### config.mk
export PLATFORM = sky130hd
export DESIGN_NAME = fifo_wr_arbiter_flat
export DESIGN_NICKNAME = d
export VERILOG_FILES = /design/src/rtl/fifo_wr_arbiter_pkg.sv /design/src/rtl/fifo_wr_arbiter_if.sv /design/src/rtl/fifo_wr_arbiter_rr_pick.sv /design/src/rtl/fifo_wr_arbiter.sv /design/src/flat_wrapper.sv
export SDC_FILE = /design/constraint.sdc
export NUM_CORES = 1
export LEC_CHECK = 0
export ABC_AREA = 1
export CAP_MARGIN = 20
export CORE_MARGIN = 3
export CORE_UTILIZATION = 35
export DETAILED_ROUTE_END_ITERATION = 8
export PLACE_DENSITY = 0.85
export SYNTH_ARGS = -nofsm -noshare
export SYNTH_HDL_FRONTEND = slang
export SYNTH_SLANG_ARGS = --single-unit
### constraint.sdc
create_clock -name clk -period 5 [get_ports clk]
set_input_delay 1 -clock clk [delete_from_list [all_inputs] [get_ports clk]]
set_output_delay 1 -clock clk [all_outputs]
set_load 0.03 [all_outputs]
### src/rtl/fifo_wr_arbiter_pkg.sv
// Shared definitions for the FIFO write-port arbiter: data width default,
// FSM state type, default burst cap and a modulo-N pointer increment.
package fifo_wr_arbiter_pkg;

   localparam int unsigned FIFO_DATA_WIDTH   = 16;
   localparam int unsigned DEFAULT_MAX_BURST = 8;

   typedef enum logic {
      ST_IDLE  = 1'b0,
      ST_BURST = 1'b1
   } state_t;

   // Explicit wrap so non-power-of-2 counts never step past n-1.
   function automatic int unsigned wrap_inc(input int unsigned v, input int unsigned n);
      return (v + 1 >= n) ? 0 : v + 1;
   endfunction

endpackage

### src/rtl/fifo_wr_arbiter_if.sv
// Producer/FIFO-side bus of the write arbiter. master = producers + FIFO model,
// slave = the arbiter itself.
interface fifo_wr_arbiter_if #(
   parameter int unsigned NUM_REQ    = 4,
   parameter int unsigned DATA_WIDTH = 16
);
   localparam int unsigned GW = $clog2(NUM_REQ);

   logic [NUM_REQ-1:0]            req_valid;
   logic [NUM_REQ-1:0]            req_last;
   logic [NUM_REQ*DATA_WIDTH-1:0] req_data;
   logic [NUM_REQ-1:0]            req_ready;
   logic                          fifo_full;
   logic                          fifo_we;
   logic [DATA_WIDTH-1:0]         fifo_d;
   logic [GW-1:0]                 grant_id;
   logic                          busy;

   modport master (
      output req_valid, req_last, req_data, fifo_full,
      input  req_ready, fifo_we, fifo_d, grant_id, busy
   );

   modport slave (
      input  req_valid, req_last, req_data, fifo_full,
      output req_ready, fifo_we, fifo_d, grant_id, busy
   );

endinterface

### src/rtl/fifo_wr_arbiter_rr_pick.sv
// Combinational circular priority encoder: first set bit of i_req at or after
// i_ptr, wrapping at N. Shared with the read-side scheduler.
module rr_pick #(
   parameter  int unsigned N  = 4,
   localparam int unsigned PW = $clog2(N)
) (
   input  logic [N-1:0]  i_req,
   input  logic [PW-1:0] i_ptr,
   output logic          o_any,
   output logic [PW-1:0] o_idx
);

   logic [PW:0] w_j;

   always_comb begin
      o_any = 1'b0;
      o_idx = '0;
      w_j   = '0;
      for (int unsigned k = 0; k < N; k++) begin
         w_j = {1'b0, i_ptr} + (PW+1)'(k);
         if (w_j >= (PW+1)'(N)) begin
            w_j = w_j - (PW+1)'(N);
         end
         if (!o_any && i_req[w_j[PW-1:0]]) begin
            o_any = 1'b1;
            o_idx = w_j[PW-1:0];
         end
      end
   end

endmodule

### src/rtl/fifo_wr_arbiter.sv
// Round-robin arbiter with burst locking that shares one FIFO write port
// between NUM_REQ producers; beats are muxed straight through to the FIFO.
module fifo_wr_arbiter
   import fifo_wr_arbiter_pkg::*;
#(
   parameter int unsigned NUM_REQ    = 4,
   parameter int unsigned DATA_WIDTH = FIFO_DATA_WIDTH,
   parameter int unsigned MAX_BURST  = DEFAULT_MAX_BURST
) (
   input  logic             clk,
   input  logic             rst_n,
   fifo_wr_arbiter_if.slave bus
);

   localparam int unsigned GW = $clog2(NUM_REQ);
   localparam int unsigned CW = $clog2(MAX_BURST + 1);

   state_t              r_state;
   logic                r_busy;
   logic [GW-1:0]       r_rr_ptr;
   logic [GW-1:0]       r_grant;
   logic [CW-1:0]       r_beat_cnt;

   logic                w_any;
   logic [GW-1:0]       w_idx;
   logic                w_we;
   logic                w_end;
   logic [NUM_REQ-1:0]  w_ready;
   logic [DATA_WIDTH-1:0] w_d;

   rr_pick #(.N(NUM_REQ)) u_pick (
      .i_req (bus.req_valid),
      .i_ptr (r_rr_ptr),
      .o_any (w_any),
      .o_idx (w_idx)
   );

   // Write path is purely combinational off the registered owner, so an
   // asynchronous reset of r_state silences it immediately.
   always_comb begin
      w_we    = 1'b0;
      w_end   = 1'b0;
      w_ready = '0;
      w_d     = '0;
      if (r_state == ST_BURST) begin
         w_ready[r_grant] = ~bus.fifo_full;
         w_we             = bus.req_valid[r_grant] & ~bus.fifo_full;
         for (int unsigned i = 0; i < NUM_REQ; i++) begin
            if (r_grant == GW'(i)) begin
               w_d = bus.req_data[i*DATA_WIDTH +: DATA_WIDTH];
            end
         end
         w_end = w_we & (bus.req_last[r_grant] | (r_beat_cnt == CW'(MAX_BURST - 1)));
      end
   end

   always_ff @(posedge clk or negedge rst_n) begin
      if (!rst_n) begin
         r_state    <= ST_IDLE;
         r_busy     <= 1'b0;
         r_rr_ptr   <= '0;
         r_grant    <= '0;
         r_beat_cnt <= '0;
      end else begin
         case (r_state)
            ST_IDLE: begin
               if (w_any) begin
                  r_grant    <= w_idx;
                  r_beat_cnt <= '0;
                  r_state    <= ST_BURST;
                  r_busy     <= 1'b1;
               end
            end
            ST_BURST: begin
               if (w_we) begin
                  r_beat_cnt <= r_beat_cnt + CW'(1);
                  if (w_end) begin
                     r_state  <= ST_IDLE;
                     r_busy   <= 1'b0;
                     r_rr_ptr <= GW'(wrap_inc(32'(r_grant), NUM_REQ));
                  end
               end
            end
            default: begin
               r_state <= ST_IDLE;
               r_busy  <= 1'b0;
            end
         endcase
      end
   end

   assign bus.req_ready = w_ready;
   assign bus.fifo_we   = w_we;
   assign bus.fifo_d    = w_d;
   assign bus.grant_id  = r_grant;
   assign bus.busy      = r_busy;

endmodule

### src/flat_wrapper.sv
// flat-port wrapper written by rule: the top's interface ports become plain ports
module fifo_wr_arbiter_flat import fifo_wr_arbiter_pkg::*;
#(
   parameter int unsigned NUM_REQ    = 4,
   parameter int unsigned DATA_WIDTH = FIFO_DATA_WIDTH,
   parameter int unsigned MAX_BURST  = DEFAULT_MAX_BURST
)
  (clk, rst_n, bus_req_valid, bus_req_last, bus_req_data, bus_fifo_full, bus_req_ready, bus_fifo_we, bus_fifo_d, bus_grant_id, bus_busy);
  fifo_wr_arbiter_if #(.NUM_REQ(NUM_REQ), .DATA_WIDTH(DATA_WIDTH)) bus_i ();
  input  logic clk;
  input  logic rst_n;
  input wire logic [$bits(bus_i.req_valid)-1:0] bus_req_valid;
  input wire logic [$bits(bus_i.req_last)-1:0] bus_req_last;
  input wire logic [$bits(bus_i.req_data)-1:0] bus_req_data;
  input wire logic [$bits(bus_i.fifo_full)-1:0] bus_fifo_full;
  output wire logic [$bits(bus_i.req_ready)-1:0] bus_req_ready;
  output wire logic [$bits(bus_i.fifo_we)-1:0] bus_fifo_we;
  output wire logic [$bits(bus_i.fifo_d)-1:0] bus_fifo_d;
  output wire logic [$bits(bus_i.grant_id)-1:0] bus_grant_id;
  output wire logic [$bits(bus_i.busy)-1:0] bus_busy;
  assign bus_i.req_valid = bus_req_valid;
  assign bus_i.req_last = bus_req_last;
  assign bus_i.req_data = bus_req_data;
  assign bus_i.fifo_full = bus_fifo_full;
  assign bus_req_ready = bus_i.req_ready;
  assign bus_fifo_we = bus_i.fifo_we;
  assign bus_fifo_d = bus_i.fifo_d;
  assign bus_grant_id = bus_i.grant_id;
  assign bus_busy = bus_i.busy;
  fifo_wr_arbiter #(.NUM_REQ(NUM_REQ), .DATA_WIDTH(DATA_WIDTH), .MAX_BURST(MAX_BURST)) u_core (.clk(clk), .rst_n(rst_n), .bus(bus_i));
endmodule
==> results of run 1 <==
cell families after synthesis:
group	count (synthesis)	synth area share (%)
compound gates	83	32.8
buf+inv	34	9.73
flops	10	17.2
fa+ha+maj	6	5.17
simple gates	110	35.1
Yosys cell counts, types with 2 or more instances:
library cell  count
nor2_1           43
nand2_1          42
a21oi_1          35
o21ai_0          26
o31ai_1          16
inv_1            13
clkbuf_1         11
dfrtp_1          10
nand3_1           9
ha_1              6
nand3_2           4
buf_2             3
inv_2             3
nand2_2           3
nand2_4           3
clkinv_1          2
nor2_2            2
o21ai_1           2
per-layer routing:
layer	up-vias	wire length (um)
met5	-	0
met4	0	152
met3	16	294
met2	68	2560
met1	840	2160
li1	997	-
critical path, cell delays in order, from the launching register on:
cell and delay (ns):
dfrtp_1 0.50, inv_2 0.17, ha_1 0.57, a21oi_1 0.14
o31ai_1 0.27, o21ai_0 0.14, nor2_1 0.12, clkdlybuf4s50_1 0.69
metrics by stage:
step	area [um2]	hold slack, ns	utilization [%]	instances
floorplan	1450	0.468	-	243
global placement	2430	0.502	63.6	375
detailed placement	2430	0.505	63.6	375
CTS	2470	0.513	64.7	378
global route	2500	0.532	65.4	379
finish	2500	0.516	65.4	379
cell type report:
cell class                      instances  area, um2  share of cell area [%]
Multi-Input combinational cell        199       1060                    42.4
Timing Repair Buffer                  100       1020                    40.6
Sequential cell                        10        250                    10.0
Inverter                               19       73.8                    2.95
Tap cell                               48       60.1                    2.40
Clock buffer                            3       41.3                    1.65
worst min-delay path by stage:
stage	start	to	slack, ns
2_1_floorplan	u_core.r_beat_cnt[0]$_DFFE_PN0P_	u_core.r_beat_cnt[0]$_DFFE_PN0P_	0.47
3_3_place_gp	u_core.bus.busy$_DFFE_PN0P_	u_core.bus.busy$_DFFE_PN0P_	0.50
3_5_place_dp	u_core.r_beat_cnt[0]$_DFFE_PN0P_	u_core.r_beat_cnt[0]$_DFFE_PN0P_	0.50
4_1_cts	u_core.r_beat_cnt[0]$_DFFE_PN0P_	u_core.r_beat_cnt[0]$_DFFE_PN0P_	0.51
5_1_grt	u_core.r_beat_cnt[0]$_DFFE_PN0P_	u_core.r_beat_cnt[0]$_DFFE_PN0P_	0.53
6_report	u_core.r_beat_cnt[0]$_DFFE_PN0P_	u_core.r_beat_cnt[0]$_DFFE_PN0P_	0.52
state kept, by name (all words and copies together) (netlist names):
name	cells
u_core.r_beat_cnt	4
u_core.bus.grant_id	2
u_core.r_rr_ptr	2
u_core.bus.busy	1
u_core.r_state	1
cells in the final DEF (no fill, tap or decap), drive strengths merged:
cell / n
nand2: 48
and3: 1
clkbuf: 3
o21ai: 29
a21oi: 36
nand3: 13
nor3b: 1
o21a: 1
ha: 6
dfrtp: 10
clkdlybuf4s50: 98
o221ai: 1
o31ai: 16
buf: 2
or2: 1
nor2: 46
clkinv: 2
inv: 17
where the power goes:
part	internal (W)	leakage (nW)	total [W]	switching [W]
sequential	0.000116	0.124	0.000172	0.0000561
combinational	0.000539	0.914	0.00134	0.000805
clock	0.0000524	0.0216	0.0000798	0.0000275
==> flow_summary.json, run 1 <==
{
  "status": "complete, no violations",
  "drive_gt1_share_pct": 7.55,
  "hp-class": "reg2reg",
  "final.fill_count": 347,
  "finalMaxSlewViolations": 0,
  "syn-cell-area_um2": 1450,
  "grt_use_met1_pct": 25.5,
  "grt_max_degree": 34,
  "overflow": 0,
  "synth_cells": 243,
  "rr_endpoint": "u_core.r_rr_ptr[1]$_DFFE_PN0P_",
  "p_total_w": 0.00160,
  "num_vias": 1921,
  "crit_type": "reg2out",
  "ys_types": 28,
  "antenna_cells": 0,
  "place.gp.congestion": 0.868,
  "rows": 22,
  "p_per_area_nw_per_um2": 638,
  "cp.arrival_ns": 2.83,
  "synth-async-reset-ratio_pct": 100,
  "antenna_left": 0,
  "viasPerCell": 5.07,
  "antenna_found_initial": 0,
  "initial_core_util_pct": 38.0,
  "cts_hold_buf": 0,
  "whs_path_depth": 1,
  "cts_max_path_buffers": 2,
  "nets": 414,
  "drc": 0,
  "synth_warnings": 0,
  "yosys-top-cells-area": "dfrtp_1, a21oi_1, nor2_1",
  "ios": 99,
  "crit_start": "u_core.bus.grant_id[0]$_DFFE_PN0P_",
  "synth_top_area_share_pct": 17.2,
  "die_y_um": 70.4,
  "max_cap_viol_count": 0,
  "rsz0062_at_grt": "false",
  "finalWirelength_um": 5170,
  "crit_end": "bus_fifo_d[5]",
  "cts_tree": "yes",
  "grt_most_used_layer": "met2",
  "finalSetupTns_ns": 0,
  "cts.sinks": 10,
  "final-hold-violation-count": 0,
  "wl_per_cell_um": 13.6,
  "clock_latency_ns": 0.23,
  "end_kind": "output pin",
  "syn_area_per_cell_um2": 5.98,
  "cp.required_ns": 4.00,
  "setup_viol": 0,
  "crit_fanout": 17,
  "dr.pass1.iters": 4,
  "ir_drop_v": 0.000452,
  "synth_edf_count": 0,
  "grt_usage_pct": 19.9,
  "drt-initial-drc-count": 146,
  "ff2ff_setup_slack_ns": 3.27,
  "root_buffer": "clkbuf_8",
  "reg2reg_depth": 8,
  "globalRouteMet2Util_pct": 32.8,
  "critPathLaunchType": "flip-flop",
  "fmax_mhz": 261,
  "dieArea_um2": 4960,
  "p_leak_nw": 1.06,
  "cts-resized-gates": 0,
  "path_clk_slew_ns": 0.04,
  "postCtsSetupBuffers": 0,
  "yosys.area.top_type": "dfrtp_1",
  "tightest_slew_ns": 0.764,
  "fin_skew_ns": 0.00208,
  "synth_fp_nets": 324,
  "final.min_clock_period_ns": 3.83,
  "use_met3_pct": 4.46,
  "core_area_um2": 3830,
  "synth_top_flop_cell": "dfrtp_1",
  "ys_seq_area_share_pct": 17.2,
  "period_share_pct": 76.5,
  "cts_max_level": 1,
  "grt_pass1_wl_um": 8220,
  "ys_seq_elements": 10,
  "reg2reg_from": "u_core.r_state$_DFF_PN0_",
  "portBuffers": 98,
  "pre_cts_ws_ns": 1.23,
  "syn2layout_area_growth_pct": 72.3,
  "grt_pass1_vias": 1801,
  "die_w_um": 70.4,
  "maxSlewHeadroom_pct": 49.0,
  "layout_setup_ws_ns": 1.17,
  "cts_buffers": 3,
  "hpwl_um": 4030
}
Power figures use the tool's default switching activity.
==> run 2: changes to the inputs <==
--- a/config.mk
+++ b/config.mk
@@ -8,9 +8,9 @@
 export ABC_AREA = 1
 export CAP_MARGIN = 20
 export CORE_MARGIN = 3
-export CORE_UTILIZATION = 35
+export CORE_UTILIZATION = 33
 export DETAILED_ROUTE_END_ITERATION = 8
-export PLACE_DENSITY = 0.85
+export PLACE_DENSITY = 0.84
 export SYNTH_ARGS = -nofsm -noshare
 export SYNTH_HDL_FRONTEND = slang
 export SYNTH_SLANG_ARGS = --single-unit
==> constraint.sdc (replaced) <==
create_clock -name clk -period 3.1 [get_ports clk]
set_input_delay 0.62 -clock clk [delete_from_list [all_inputs] [get_ports clk]]
set_output_delay 0.62 -clock clk [all_outputs]
set_load 0.03 [all_outputs]
==> run 2 against run 1 <==
Effect of this change: flip-flop and latch count stayed put; final cell count increased by 2.6%; highest routed layer unchanged; core utilization shrank 3.0 points; global-route usage is 0.85 points higher; wire length increased by 8.7%; die area rose by 5.5%; non-clock buffer count is 8 higher; design area up 2.6%; clock power is 67% higher; largest cell class is now buffers; first-iteration DRC count decreased by 34%.
==> flow_summary.json, run 2 (same netlist as run 1, synthesis figures left out) <==
{
  "status": "complete, no violations",
  "min_from": "u_core.r_beat_cnt[0]$_DFFE_PN0P_",
  "grt_pass1_vias": 1804,
  "post-place-cells": 386,
  "rows": 23,
  "cts_tree": "yes",
  "end_kind": "output pin",
  "dr.pass1.iters": 4,
  "p_per_area_nw_per_um2": 1000,
  "fin_skew_ns": 0.00505,
  "setup_viol": 0,
  "multi_input_area_um2": 1060,
  "cp.arrival_ns": 2.30,
  "max_cap_viol_count": 0,
  "critPathLaunchType": "input pin",
  "hp-class": "reg2reg",
  "finalWirelength_um": 5620,
  "use_met3_pct": 2.35,
  "viasPerCell": 5.09,
  "regArea_um2": 250,
  "portBuffers": 98,
  "antenna_cells": 0,
  "place.gp.congestion": 0.874,
  "fmax_mhz": 342,
  "final_cell_mix": "clkdlybuf4s50_1, nor2_1, nand2_1, a21oi_1, o21ai_0",
  "grt_usage_pct": 20.7,
  "wl_per_cell_um": 14.4,
  "period_share_pct": 94.3,
  "path_clk_slew_ns": 0.05,
  "antenna_left": 0,
  "path_cells": "clkdlybuf4s50_1 > inv_1 > a21oi_1 > o21ai_0 > a21oi_4 > clkdlybuf4s50_1",
  "drt-initial-drc-count": 96,
  "syn2layout_area_growth_pct": 76.8,
  "drc": 0,
  "cts_max_level": 1,
  "largest-register": "u_core.r_beat_cnt",
  "largest_reg_flops": 4,
  "rr_endpoint": "u_core.bus.grant_id[1]$_DFFE_PN0P_",
  "crit_type": "in2out",
  "critPathBufInv": 3,
  "overflow": 0,
  "grt_most_used_layer": "met2",
  "final.min_clock_period_ns": 2.92,
  "hold_end": "u_core.r_beat_cnt[0]$_DFFE_PN0P_",
  "grt_pass1_wl_um": 8710,
  "grt_max_degree": 34,
  "die_y_um": 72.3,
  "clock_latency_ns": 0.24,
  "slowest_stage": "clkdlybuf4s50_1",
  "reg2reg_depth": 11,
  "critPathTopFamily": "buffers and inverters",
  "crit_start": "bus_req_valid[1]",
  "postCtsSetupBuffers": 0,
  "ios": 99,
  "die_w_um": 72.3,
  "ir_drop_v": 0.000496,
  "cts.sinks": 10,
  "final_common_cell": "clkdlybuf4s50_1",
  "ff2ff_setup_slack_ns": 1.42,
  "nets": 422,
  "finalMaxSlewViolations": 0,
  "critPathMaxStageDelay_ns": 0.69,
  "whs_path_depth": 1,
  "stdcell_count": 389,
  "grt_use_met1_pct": 26.0,
  "num_vias": 1980,
  "globalRouteMet2Util_pct": 36.6,
  "core_area_um2": 4120,
  "drive_gt1_share_pct": 10.0,
  "root_buffer": "clkbuf_8",
  "cp.required_ns": 2.48,
  "initial_core_util_pct": 35.3,
  "reg2reg_from": "u_core.r_rr_ptr[0]$_DFFE_PN0P_",
  "crit_fanout": 2,
  "final.fill_count": 370,
  "finalSetupTns_ns": 0,
  "maxSlewHeadroom_pct": 67.8,
  "antenna_found_initial": 0,
  "fin_util_pct": 62.4,
  "cts_buffers": 3,
  "hpwl_um": 4400,
  "final-hold-violation-count": 0,
  "rsz0062_at_grt": "false",
  "cts_max_path_buffers": 2,
  "tightest_slew_ns": 0.482,
  "dieArea_um2": 5230,
  "p_leak_nw": 1.23,
  "worst_path_most_repeated_cell": "clkdlybuf4s50_1"
}
[run 2: layout make-up]
type	count	area share (%)
Clock buffer	3	1.61
Multi-Input combinational cell	199	41.3
Inverter	19	2.87
Sequential cell	10	9.74
Timing Repair Buffer	108	42.0
Tap cell	50	2.44
[run 2: power by group]
group	total, W	internal [W]	leakage [nW]	switching [W]
Combinational	0.00217	0.000841	1.09	0.00133
Sequential	0.000263	0.000187	0.124	0.0000760
Clock	0.000133	0.0000848	0.0216	0.0000479
[run 2: metrics by stage]
| step | cell area (um2) | hold WS [ns] | setup slack [ns] | power [W] |
|---|---|---|---|---|
| after floorplan | 1450 | 0.324 | 0.351 | 0.00173 |
| after global placement | 2510 | 0.496 | 0.168 | 0.00247 |
| after detailed placement | 2510 | 0.498 | 0.177 | 0.00251 |
| after CTS | 2550 | 0.507 | 0.00275 | 0.00259 |
| after global routing | 2570 | 0.538 | 0.0336 | 0.00280 |
| final | 2570 | 0.506 | 0.178 | 0.00257 |
[run 2: timing repair]
action                     CTS  global route
resized for setup            7             9
gates cloned                 0             0
hold buffers                 0             0
setup endpoints to repair    7             9
pin swaps                    0             0
[run 2: per-layer routing]
layer / vias to the layer above / share of wire, %
li1: 1007 / -
met1: 896 / 40
met2: 71 / 51
met3: 6 / 7.6
met4: 0 / 1.4
met5: - / 0
[run 2: worst max path at each step]
| stage | endpoint | slack [ns] | depth (start not counted) |
|---|---|---|---|
| after global routing | bus_fifo_d[15] | 0.03 | 9 |
| after CTS | bus_fifo_d[4] | 0.003 | 9 |
| after floorplan | bus_fifo_d[10] | 0.35 | 9 |
| final | bus_fifo_we | 0.18 | 6 |
| after detailed placement | bus_fifo_we | 0.18 | 6 |
| after global placement | bus_fifo_we | 0.17 | 6 |
